**config.mk**
```make
export PLATFORM = sky130hd
export DESIGN_NAME = reg_dump_reader
export DESIGN_NICKNAME = d
export VERILOG_FILES = /design/src/rtl/reg_dump_reader_pkg.sv /design/src/rtl/reg_dump_reader.sv
export SDC_FILE = /design/constraint.sdc
export NUM_CORES = 1
export LEC_CHECK = 0
export ABC_AREA = 1
export CORE_ASPECT_RATIO = 1.75
export CORE_MARGIN = 2
export CORE_UTILIZATION = 30
export DETAILED_ROUTE_END_ITERATION = 10
export GPL_ROUTABILITY_DRIVEN = 0
export GPL_TIMING_DRIVEN = 0
export PLACE_DENSITY = 0.66
export SYNTH_ARGS = -nofsm -noshare
export SYNTH_HDL_FRONTEND = slang
export SYNTH_SLANG_ARGS = --single-unit
```
**constraint.sdc**
```tcl
create_clock -name clock -period 4.95 [get_ports clock]
set_input_delay 0.99 -clock clock [delete_from_list [all_inputs] [get_ports clock]]
set_output_delay 0.99 -clock clock [all_outputs]
set_load 0.05 [all_outputs]
```
**src/rtl/reg_dump_reader_pkg.sv**
```systemverilog
// rtl/reg_dump_reader_pkg.sv - shared processor types: dump FSM encoding, register index and data widths
package reg_dump_reader_pkg;

  localparam int REG_W  = 5;
  localparam int DATA_W = 64;

  typedef logic [REG_W-1:0]  reg_idx_t;
  typedef logic [DATA_W-1:0] data_t;

  typedef enum logic [1:0] {
    IDLE = 2'd0,
    LOAD = 2'd1,
    SEND = 2'd2,
    CSUM = 2'd3
  } dump_state_t;

endpackage

```
**src/rtl/reg_dump_reader.sv**
```systemverilog
// rtl/reg_dump_reader.sv - streams register file FIRST_REG..LAST_REG out as valid/ready beats
// REG_DUMP_CHECKSUM_EN adds a trailing XOR-checksum beat
module reg_dump_reader
  import reg_dump_reader_pkg::*;
#(
  parameter int FIRST_REG = 0,
  parameter int LAST_REG  = 31
) (
  input  logic              clock,
  input  logic              reset,
  input  logic              start,
  input  logic              abort,
  output logic [REG_W-1:0]  rf_read_num,
  input  logic [DATA_W-1:0] rf_read_data,
  output logic              out_valid,
  input  logic              out_ready,
  output logic [DATA_W-1:0] out_data,
  output logic [REG_W-1:0]  out_index,
  output logic              out_last,
  output logic              busy,
  output logic              done
);

  localparam reg_idx_t FIRST_IDX = reg_idx_t'(FIRST_REG);
  localparam reg_idx_t LAST_IDX  = reg_idx_t'(LAST_REG);

  dump_state_t state, state_nxt;
  reg_idx_t    idx;
  logic        handshake;
  logic        is_last;

`ifdef REG_DUMP_CHECKSUM_EN
  data_t       checksum;
`endif

  assign handshake   = out_valid & out_ready;
  assign is_last     = (idx == LAST_IDX);
  assign rf_read_num = idx;
  assign busy        = (state != IDLE);

  always_ff @(posedge clock or negedge reset) begin
    if (!reset) state <= IDLE;
    else        state <= state_nxt;
  end

  always_comb begin
    state_nxt = state;
    case (state)
      IDLE: if (start) state_nxt = LOAD;
      LOAD: state_nxt = abort ? IDLE : SEND;
      SEND: begin
        if (abort) begin
          state_nxt = IDLE;
        end else if (handshake) begin
          if (!is_last) begin
            state_nxt = LOAD;
          end else begin
`ifdef REG_DUMP_CHECKSUM_EN
            state_nxt = CSUM;
`else
            state_nxt = IDLE;
`endif
          end
        end
      end
`ifdef REG_DUMP_CHECKSUM_EN
      CSUM: if (abort || handshake) state_nxt = IDLE;
`endif
      default: state_nxt = IDLE;
    endcase
  end

  // Abort is evaluated before the handshake so a cancelled beat never counts as delivered.
  always_ff @(posedge clock or negedge reset) begin
    if (!reset) begin
      idx       <= FIRST_IDX;
      out_valid <= 1'b0;
      out_data  <= '0;
      out_index <= '0;
      out_last  <= 1'b0;
      done      <= 1'b0;
`ifdef REG_DUMP_CHECKSUM_EN
      checksum  <= '0;
`endif
    end else begin
      done <= 1'b0;
      case (state)
        IDLE: begin
          if (start) begin
            idx <= FIRST_IDX;
`ifdef REG_DUMP_CHECKSUM_EN
            checksum <= '0;
`endif
          end
        end
        LOAD: begin
          if (!abort) begin
            out_data  <= rf_read_data;
            out_index <= idx;
            out_valid <= 1'b1;
`ifdef REG_DUMP_CHECKSUM_EN
            out_last  <= 1'b0;
`else
            out_last  <= is_last;
`endif
          end
        end
        SEND: begin
          if (abort) begin
            out_valid <= 1'b0;
            out_last  <= 1'b0;
          end else if (handshake) begin
            out_valid <= 1'b0;
            out_last  <= 1'b0;
`ifdef REG_DUMP_CHECKSUM_EN
            checksum  <= checksum ^ out_data;
`endif
            if (!is_last) begin
              idx <= idx + reg_idx_t'(1);
            end else begin
`ifdef REG_DUMP_CHECKSUM_EN
              out_data  <= checksum ^ out_data;
              out_index <= LAST_IDX;
              out_last  <= 1'b1;
              out_valid <= 1'b1;
`else
              done      <= 1'b1;
`endif
            end
          end
        end
`ifdef REG_DUMP_CHECKSUM_EN
        CSUM: begin
          if (abort) begin
            out_valid <= 1'b0;
            out_last  <= 1'b0;
          end else if (handshake) begin
            out_valid <= 1'b0;
            out_last  <= 1'b0;
            done      <= 1'b1;
          end
        end
`endif
        default: ;
      endcase
    end
  end

endmodule

```
### Word-level counts from Yosys, hierarchy flattened

Cells that the tools add are included.

| word-level totals | value |
|---|---|
| register bits | 79 |

| cells by class | value |
|---|---|
| $add $sub $neg | 1 |
| equality and inequality tests | 9 |
| mux-type cells | 21 |
| bitwise logic cells | 2 |
| reduce and logical (&&, ||, !) cells | 8 |

Operators with widths:

| operator | number |
|---|---|
| 2-to-1 mux 5 bit | 4 |
| inequality test 2 bit (second input constant) | 5 |
| one-hot mux 5 bit (2 select lines) | 1 |
| 2-to-1 mux 1 bit | 9 |
| 2-to-1 mux 2 bit | 4 |
| one-hot mux 2 bit (3 select lines) | 1 |
| nonzero test 2 bit | 3 |
| adder 5 x 1 -> 5 bit (second input constant) | 1 |
| == test 5 bit (second input constant) | 1 |
| AND reduction 5 bit | 1 |
| one-hot mux 1 bit (2 select lines) | 2 |
| AND reduction 2 bit | 2 |
| inequality test 3 bit (second input constant) | 1 |
| AND reduction 3 bit | 1 |
| == test 2 x 1 -> 1 bit (second input constant) | 1 |
| == test 2 bit (second input constant) | 1 |
| zero test 2 bit | 1 |
| AND 1 bit | 1 |
| inverter 1 bit | 1 |

### Longest topological paths before layout

Gate-level depths: netlist (run 1).

| depth | value |
|---|---|
| depth after elaboration | 5 |
| gate-level depth with buffers | 10 |
| depth with buffers taken out | 10 |

### Worst setup path after synthesis (run 1)

Ideal clock, no wire load.

| timing path | value |
|---|---|
| path type | reg2reg |
| start point | register idx[0], in the netlist rf_read_num[0] |
| end point | register idx[3], in the netlist rf_read_num[3] |
| setup time | 0.118 ns |
| arrival time | 1.740 ns |
| setup slack | 3.092 ns |
| stages on the path, launching flop included | 11 |
| buffers on the path | 0 |
| cell sequence | dfrtp_1 ha_1 nand2_1 nor2_1 ha_1 nand3_1 inv_1 nor2_2 nand2_1 nand2_1 nand2_1 |

| on the way | value |
|---|---|
| longest elaborated chain between the ends | 5 |
| elaborated cells between the ends (all ways) | 8 |
| classes of those cells | add/sub (1); eq/ne (2); mux (4); reduce/logical (1) |

Ends and longest elaborated chain:

| what | RTL line | RTL |
|---|---|---|
| start, declared | reg_dump_reader.sv:28 | `reg_idx_t idx;` |
| start signal, assigned | reg_dump_reader.sv:119 | `idx <= idx + reg_idx_t'(1);` |
| adder 5 x 1 -> 5 bit | reg_dump_reader.sv:119 |  |
| 2-to-1 mux 5 bit | reg_dump_reader.sv:118 | `if (!is_last) begin` |
| 2-to-1 mux 5 bit | reg_dump_reader.sv:112 | `end else if (handshake) begin` |
| 2-to-1 mux 5 bit | reg_dump_reader.sv:109 | `if (abort) begin` |
| one-hot mux 5 bit (2 select lines) | reg_dump_reader.sv:87 | `case (state)` |

Several ways; a longest one is shown, not always the timed one. The select of a mux whose other input is x is not followed.
A chain may end at the register's enable or synchronous reset.

### Final worst setup path (run 1)

| timing path | value |
|---|---|
| start point | register state[1] |
| end point | output busy |

| on the way | value |
|---|---|
| longest elaborated chain between the ends | 1 |

Ends and longest elaborated chain:

| what | RTL line | RTL |
|---|---|---|
| start, declared | reg_dump_reader.sv:27 | `dump_state_t state, state_nxt;` |
| start signal, assigned | reg_dump_reader.sv:43 | `else state <= state_nxt;` |
| nonzero test 2 bit | reg_dump_reader.sv:39 | `assign busy = (state != IDLE);` |
| end, declared | reg_dump_reader.sv:20 | `output logic busy,` |

No other way between the ends.

==> results of run 1 <==
stage by stage:
stage | setup WS, ns | instances | hold WS [ns]
4_1_cts | 2.24 | 651 | 0.472
3_3_place_gp | 0.108 | 635 | 0.455
2_1_floorplan | 3.09 | 362 | 0.592
5_1_grt | 2.16 | 651 | 0.491
6_report | 2.26 | 651 | 0.468
3_5_place_dp | 2.60 | 636 | 0.458
worst paths after layout:
kind | end | cells past startpoint | slack [ns]
max in group asynchronous | out_data[4] | 2 | 3.87
hold / removal | out_data[61] | 2 | 0.47
min in group asynchronous | out_data[61] | 1 | 0.51
setup reg to reg | rf_read_num[4] | 10 | 3.13
hold reg to reg | out_data[61] | 2 | 0.47
setup / recovery | busy | 3 | 2.26
state kept, by name, summed over array words and instances, names as in the netlist:
| signal | count |
|---|---|
| state | 2 |
| out_valid | 1 |
| out_last | 1 |
| out_data | 64 |
| done | 1 |
| rf_read_num | 5 |
| out_index | 5 |
cell usage in the layout, fill, tap and decap left out:
cell,instances
ha_1,2
o21ai_0,2
nand2_1,233
inv_1,5
nor2_1,11
nor2_2,2
buf_4,1
buf_2,14
clkbuf_8,1
clkdlybuf4s50_1,145
nand4_1,1
nor2_4,1
clkbuf_1,2
clkbuf_16,9
nand3b_1,3
clkinvlp_4,1
bufinv_16,2
buf_16,1
nand3_1,5
inv_2,3
o21ai_1,1
dfrtp_1,79
power by group through the flow:
stage | Clock [mW] | Sequential, mW | Combinational, mW
floorplan | 0 | 1.96 | 0.399
global route | 0.746 | 1.09 | 2.13
global placement | 0 | 1.06 | 2.01
finish | 0.696 | 1.06 | 2.01
CTS | 0.718 | 1.06 | 2.04
detailed placement | 0 | 1.07 | 2.04
cell usage after synthesis:
cell        n
nor2_2      2
nand2_1   233
o21ai_1     1
nand4_1     1
nor2_4      1
buf_2      14
nand3_1     5
o21ai_0     2
nand3b_1    3
inv_1       5
dfrtp_1    79
ha_1        2
nor2_1     11
inv_2       3
cells by family (layout without fill, tap and decap cells):
logic type / after synthesis / count (layout)
AO/OA/AOI/OAI: 3 / 3
adder cells (fa/ha/maj): 2 / 2
buffers and inverters: 22 / 184
flip-flops: 79 / 79
AND/OR/NAND/NOR: 256 / 256
metal layers:
metal | part of all wire, % | up-vias | GRT usage (%)
li1 | - | 1409 | -
met1 | 39 | 1353 | 17.3
met2 | 54 | 87 | 28.4
met3 | 4.5 | 20 | 3.58
met4 | 3.0 | 0 | 7.76
met5 | 0 | - | 0
final cells by class:
| cell class | count | area [sq um] | area share, % |
|---|---|---|---|
| Clock buffer | 12 | 246 | 4.86 |
| Tap cell | 127 | 159 | 3.13 |
| Inverter | 8 | 30.0 | 0.592 |
| Timing Repair Buffer | 147 | 1490 | 29.3 |
| Buffer | 14 | 70.1 | 1.38 |
| Clock inverter | 3 | 67.6 | 1.33 |
| Multi-Input combinational cell | 261 | 1030 | 20.4 |
| Sequential cell | 79 | 1980 | 39.0 |
worst max-delay path, delay by kind of cell (launching register included):
kind | cells | cell delay [ns]
and+or+nand+nor | 1 | 0.09
DFF | 1 | 0.44
buffers and inverters | 2 | 0.84
==> metrics.cfg, run 1 <==
[clocking]
cts.repair.resized=0
clockBufferDepth=2
cts_setup_buffers=0
ctsHoldBuffers=0
cts_tree=yes
clk_latency_ns=0.33
cts_made_buffers=9
clkSinkCount=79
clk_pin_slew_ns=0.06
ctsRootBufferMaster=clkbuf_16
cts_htree_levels=3

[sta]
fin_skew_ns=0.00353
worstMarginPinSlew_ns=0.547
max_freq_ghz=0.372
finalHoldViolations=0
fin_setup_tns_ns=0
rsz0062_at_grt=false
period_share_pct=54.3
finalMaxSlewViolations=0
period_minus_slack_ns=2.69
final-setup-viol-count=0
maxSlewHeadroom_pct=63.4

[yosys]
synth_seq_cells=79
yosysTopAreaCellShare_pct=63.6
ys_warn_count=0
synth_nets=433
yosys-mux-area-fraction_pct=0
synth.distinct_cells=14
yosysSeqAreaShare_pct=63.6
synth-compound-area-share_pct=0.483
synth_xor_area_share_pct=0
yosys.area_share.simple_pct=31.9
synth_top_family_by_area=simple AND/OR/NAND/NOR gates
ys_top_cells_by_area=dfrtp_1 (64%), nand2_1 (28%), buf_2 (2.3%)
synth_top_area_cell=dfrtp_1
synthAdderAreaFrac_pct=0.805
netlist_instances=362
avgSynthCellArea_sq_um=8.59
syn-cell-area_sq_um=3110

[route]
route.detailed.drc=0
drt_iter0_markers=108
viasPerCell=4.41
via_count=2869
wl_per_cell_um=13.6
drt_wl_total_mm=8.85
first_pass_iters=4
antenna_left=0

[floorplanning]
die_w_um=81.0
core_sq_um=10200
die_h_um=139
start_util_pct=30.6
ioPinCount=147
rows=49
die_area_sq_um=11200

[place]
portBuffers=146
placed_area_sq_um=4760
hpwl_mm=6.66

[setup_path]
cp-startpoint=state[1]
slowest_delay_ns=0.79
critPathKind=flip-flop to output port
slowest_stage=clkdlybuf4s50_1
rr_startpoint=rf_read_num[0]
cp_max_fo=6
crit_required_ns=3.96
setup.worst_path.start_class=flip-flop
worstPathArrival_ns=1.70
cp_cell_sequence=nor2_1, inv_1, clkdlybuf4s50_1
endpoint_kind=output port

[power]
switchingPower_mw=1.77
power.leakage_nw=2.52
ir_worst_vdd_mv=0.402
power_mw=3.77
p_sw_share_pct=47.1
internal_power_mw=1.99
pwr-share-clk_pct=18.5
p_comb_share_pct=53.4
powerDensity_nw_per_um2=744
p_seq_share_pct=28.1

[cells_and_area]
layout-drive-gt1-share_pct=6.68
finalInstanceArea_sq_um=5070
diodes=0
fin_nets=591
final_util_pct=49.8
num-fill-cells=1006
area_growth_pct=63.0

[run_status]
outcome=finished clean

[global_routing]
grt_pass1_vias=2835
antenna_found_initial=0
grt.overflow.total=0
grt_max_degree=68
grt_pass1_wl_mm=13.7
grt.total_usage_pct=16.0

[hold_path]
hold_class=flip-flop to flip-flop
hold_path_startpoint=out_data[61]

[job]
drv_cap=0

Note: power is estimated with default switching activity, not from simulation.
==> run 2, diff against run 1 <==
clock period = 2.6 ns   (was 4.95 ns; I/O delays follow)
==> results of run 2 <==
The final DEF is identical to that of run 1. Status: finished clean.
Among the figures that moved: setup slack after placement 2.60 ns -> 0.716 ns; setup slack after layout 2.26 ns -> 0.380 ns; hold slack 0.468 ns -> 0.0407 ns; register-to-register setup slack 3.13 ns -> 0.78 ns; total power 3.77 mW -> 7.18 mW; worst IR drop on VDD 0.402 mV -> 0.766 mV
==> run 3, diff against run 2 <==
ABC_CLOCK_PERIOD_IN_PS = 1900   (was default)
GPL_ROUTABILITY_DRIVEN = default   (was 0)
PLACE_DENSITY = 0.68   (was 0.66)
clock period = 1.9 ns   (was 2.6 ns; I/O delays follow)
==> run 3 against run 2 <==
  * Largest cell class unchanged
  * Register-to-register slack got worse by 0.63 ns
  * Global-route usage rose by 0.59 points
  * First-iteration DRC count fell by 10%
  * Setup slack got worse by 0.34 ns
  * Clock skew rose by 0.0043 ns
  * Highest routed layer unchanged
  * Worst hold slack improved by 0.42 ns
  * Count of clock-buffer cells in the layout fell by 2
  * Utilization rose by 0.75 points
  * Clock power rose by 26%
==> metrics.cfg, run 3 (same netlist as run 1, synthesis figures left out) <==
[setup_path]
critPathTopFamily=buffers and inverters
setup.worst_path.start_class=flip-flop
endpoint_kind=output port
slowest_stage=clkdlybuf4s50_1
cp_cell_sequence=clkdlybuf4s50_1
worst-path-buf-inv=1
slowest_delay_ns=0.81
cp_max_fo=2
crit_required_ns=1.52
critPathKind=flip-flop to output port
worstPathArrival_ns=1.49

[clocking]
ctsRootBufferMaster=clkbuf_16
clockBufferDepth=2
cts_made_buffers=9
clk_pin_slew_ns=0.06
clk_latency_ns=0.33
cts_htree_levels=3
cts_setup_buffers=0
cts_tree=yes
clkSinkCount=79

[global_routing]
antenna_found_initial=0
grt_max_degree=65
grt.overflow.total=0
grt.total_usage_pct=16.6
grt_pass1_wl_mm=14.2
grt_pass1_vias=2913

[route]
route.met2.wl_mm=4.90
drt_iter0_markers=97
drt_wl_total_mm=9.00
via_count=2902
antenna_left=0
viasPerCell=4.46
route.detailed.drc=0
wl_met1_mm=3.39
wl_per_cell_um=13.8
dr_wl_met3_um=542
first_pass_iters=4
top_layer=met4

[power]
ir_worst_vdd_mv=0.737
pwr-share-clk_pct=17.6
power_mw=9.55
p_seq_share_pct=28.6
p_sw_share_pct=48.3
switchingPower_mw=4.61
powerDensity_nw_per_um2=1860
internal_power_mw=4.94
p_comb_share_pct=53.8
power.leakage_nw=3.11

[sta]
period_share_pct=98.2
fin_setup_tns_ns=0
fin_skew_ns=0.00779
finalHoldViolations=0
max_freq_ghz=0.536
period_minus_slack_ns=1.87
finalMaxSlewViolations=0
fin_ws_ns=0.0348
worstMarginPinSlew_ns=0.551
rsz0062_at_grt=false
final-setup-viol-count=0
maxSlewHeadroom_pct=63.2

[cells_and_area]
area_growth_pct=65.4
diodes=0
final_cells=651
regMostFlops=out_data
largest_reg_flops=64
layout_commonest_cell=nand2_1
fin_nets=592
final_cell_mix=nand2_1 (232), clkdlybuf4s50_1 (88), dfrtp_1 (79)
num-fill-cells=999
finalInstanceArea_sq_um=5150
layout-drive-gt1-share_pct=7.06

[floorplanning]
die_h_um=139
start_util_pct=30.6
core_sq_um=10200
ioPinCount=147
die_w_um=81.0
die_area_sq_um=11200
rows=49

[place]
hpwl_mm=6.62
portBuffers=146
dp.cells=636
gp_congestion=0.869
placed_area_sq_um=4760
dp_slack_ns=0.0853

[job]
drv_cap=0

[hold_path]
hold_class=input pin to async pin

[run_status]
outcome=finished clean

## run 3: changes by cell type in the layout (fill, tap and decap cells not counted)
cell / previous run / this run
nor2_4: 1 / 2
dlygate4sd3_1: 0 / 1
dlymetal6s2s_1: 0 / 42
nand2_1: 233 / 232
nand2_2: 0 / 1
clkdlybuf4s50_1: 145 / 88
clkinv_2: 0 / 2
bufinv_16: 2 / 1
clkbuf_1: 2 / 0
dlygate4sd2_1: 0 / 15
nor2_2: 2 / 1
## run 3: routing by layer
layer | GRT usage (%) | vias to the layer above
met2 | 29.6 | 101
met1 | 18.5 | 1375
li1 | - | 1415
met5 | 0 | -
met3 | 4.10 | 11
met4 | 6.07 | 0
## run 3: per-stage QoR
stage / util, % / hold WS [ns]
2_1_floorplan: - / 0.0844
3_3_place_gp: 46.5 / 0.455
3_5_place_dp: 46.7 / 0.265
4_1_cts: 49.5 / 0.457
5_1_grt: 50.6 / 0.475
6_report: 50.6 / 0.460
## run 3: worst paths after layout
path	start	end	slack, ns	cells after the start
setup / recovery	out_data[59]	out_data[59]	0.03	1
hold / removal	reset	out_data[30]	0.46	2
setup reg to reg	rf_read_num[0]	rf_read_num[3]	0.15	10
hold reg to reg	out_data[58]	out_data[58]	0.46	2
max in group asynchronous	reset	out_index[1]	0.85	3
min in group clock	out_data[58]	out_data[58]	0.46	2
## run 3: power by group through the flow
stage                     Clock [mW]  Sequential, mW  Combinational (mW)
final                           1.68            2.74                5.14
after global routing            1.82            2.82                5.46
after CTS                       1.73            2.76                5.23
after detailed placement           0            2.78                5.30
after global placement             0            2.76                5.25
after floorplan                    0            5.10                1.04
## run 3: cell type report
cell class	count	area [sq um]	share of cell area, %
Inverter	8	30.0	0.584
Timing Repair Buffer	148	1580	30.8
Sequential cell	79	1980	38.4
Multi-Input combinational cell	261	1040	20.2
Clock buffer	10	239	4.64
Buffer	14	70.1	1.36
Clock inverter	4	47.5	0.924
Tap cell	127	159	3.09
## run 3: repair_timing
action	4_1_cts	5_1_grt
hold buffers	1	0
resized for setup	15	44
hold endpoints to repair	15	0
endpoints found under the setup margin	15	47
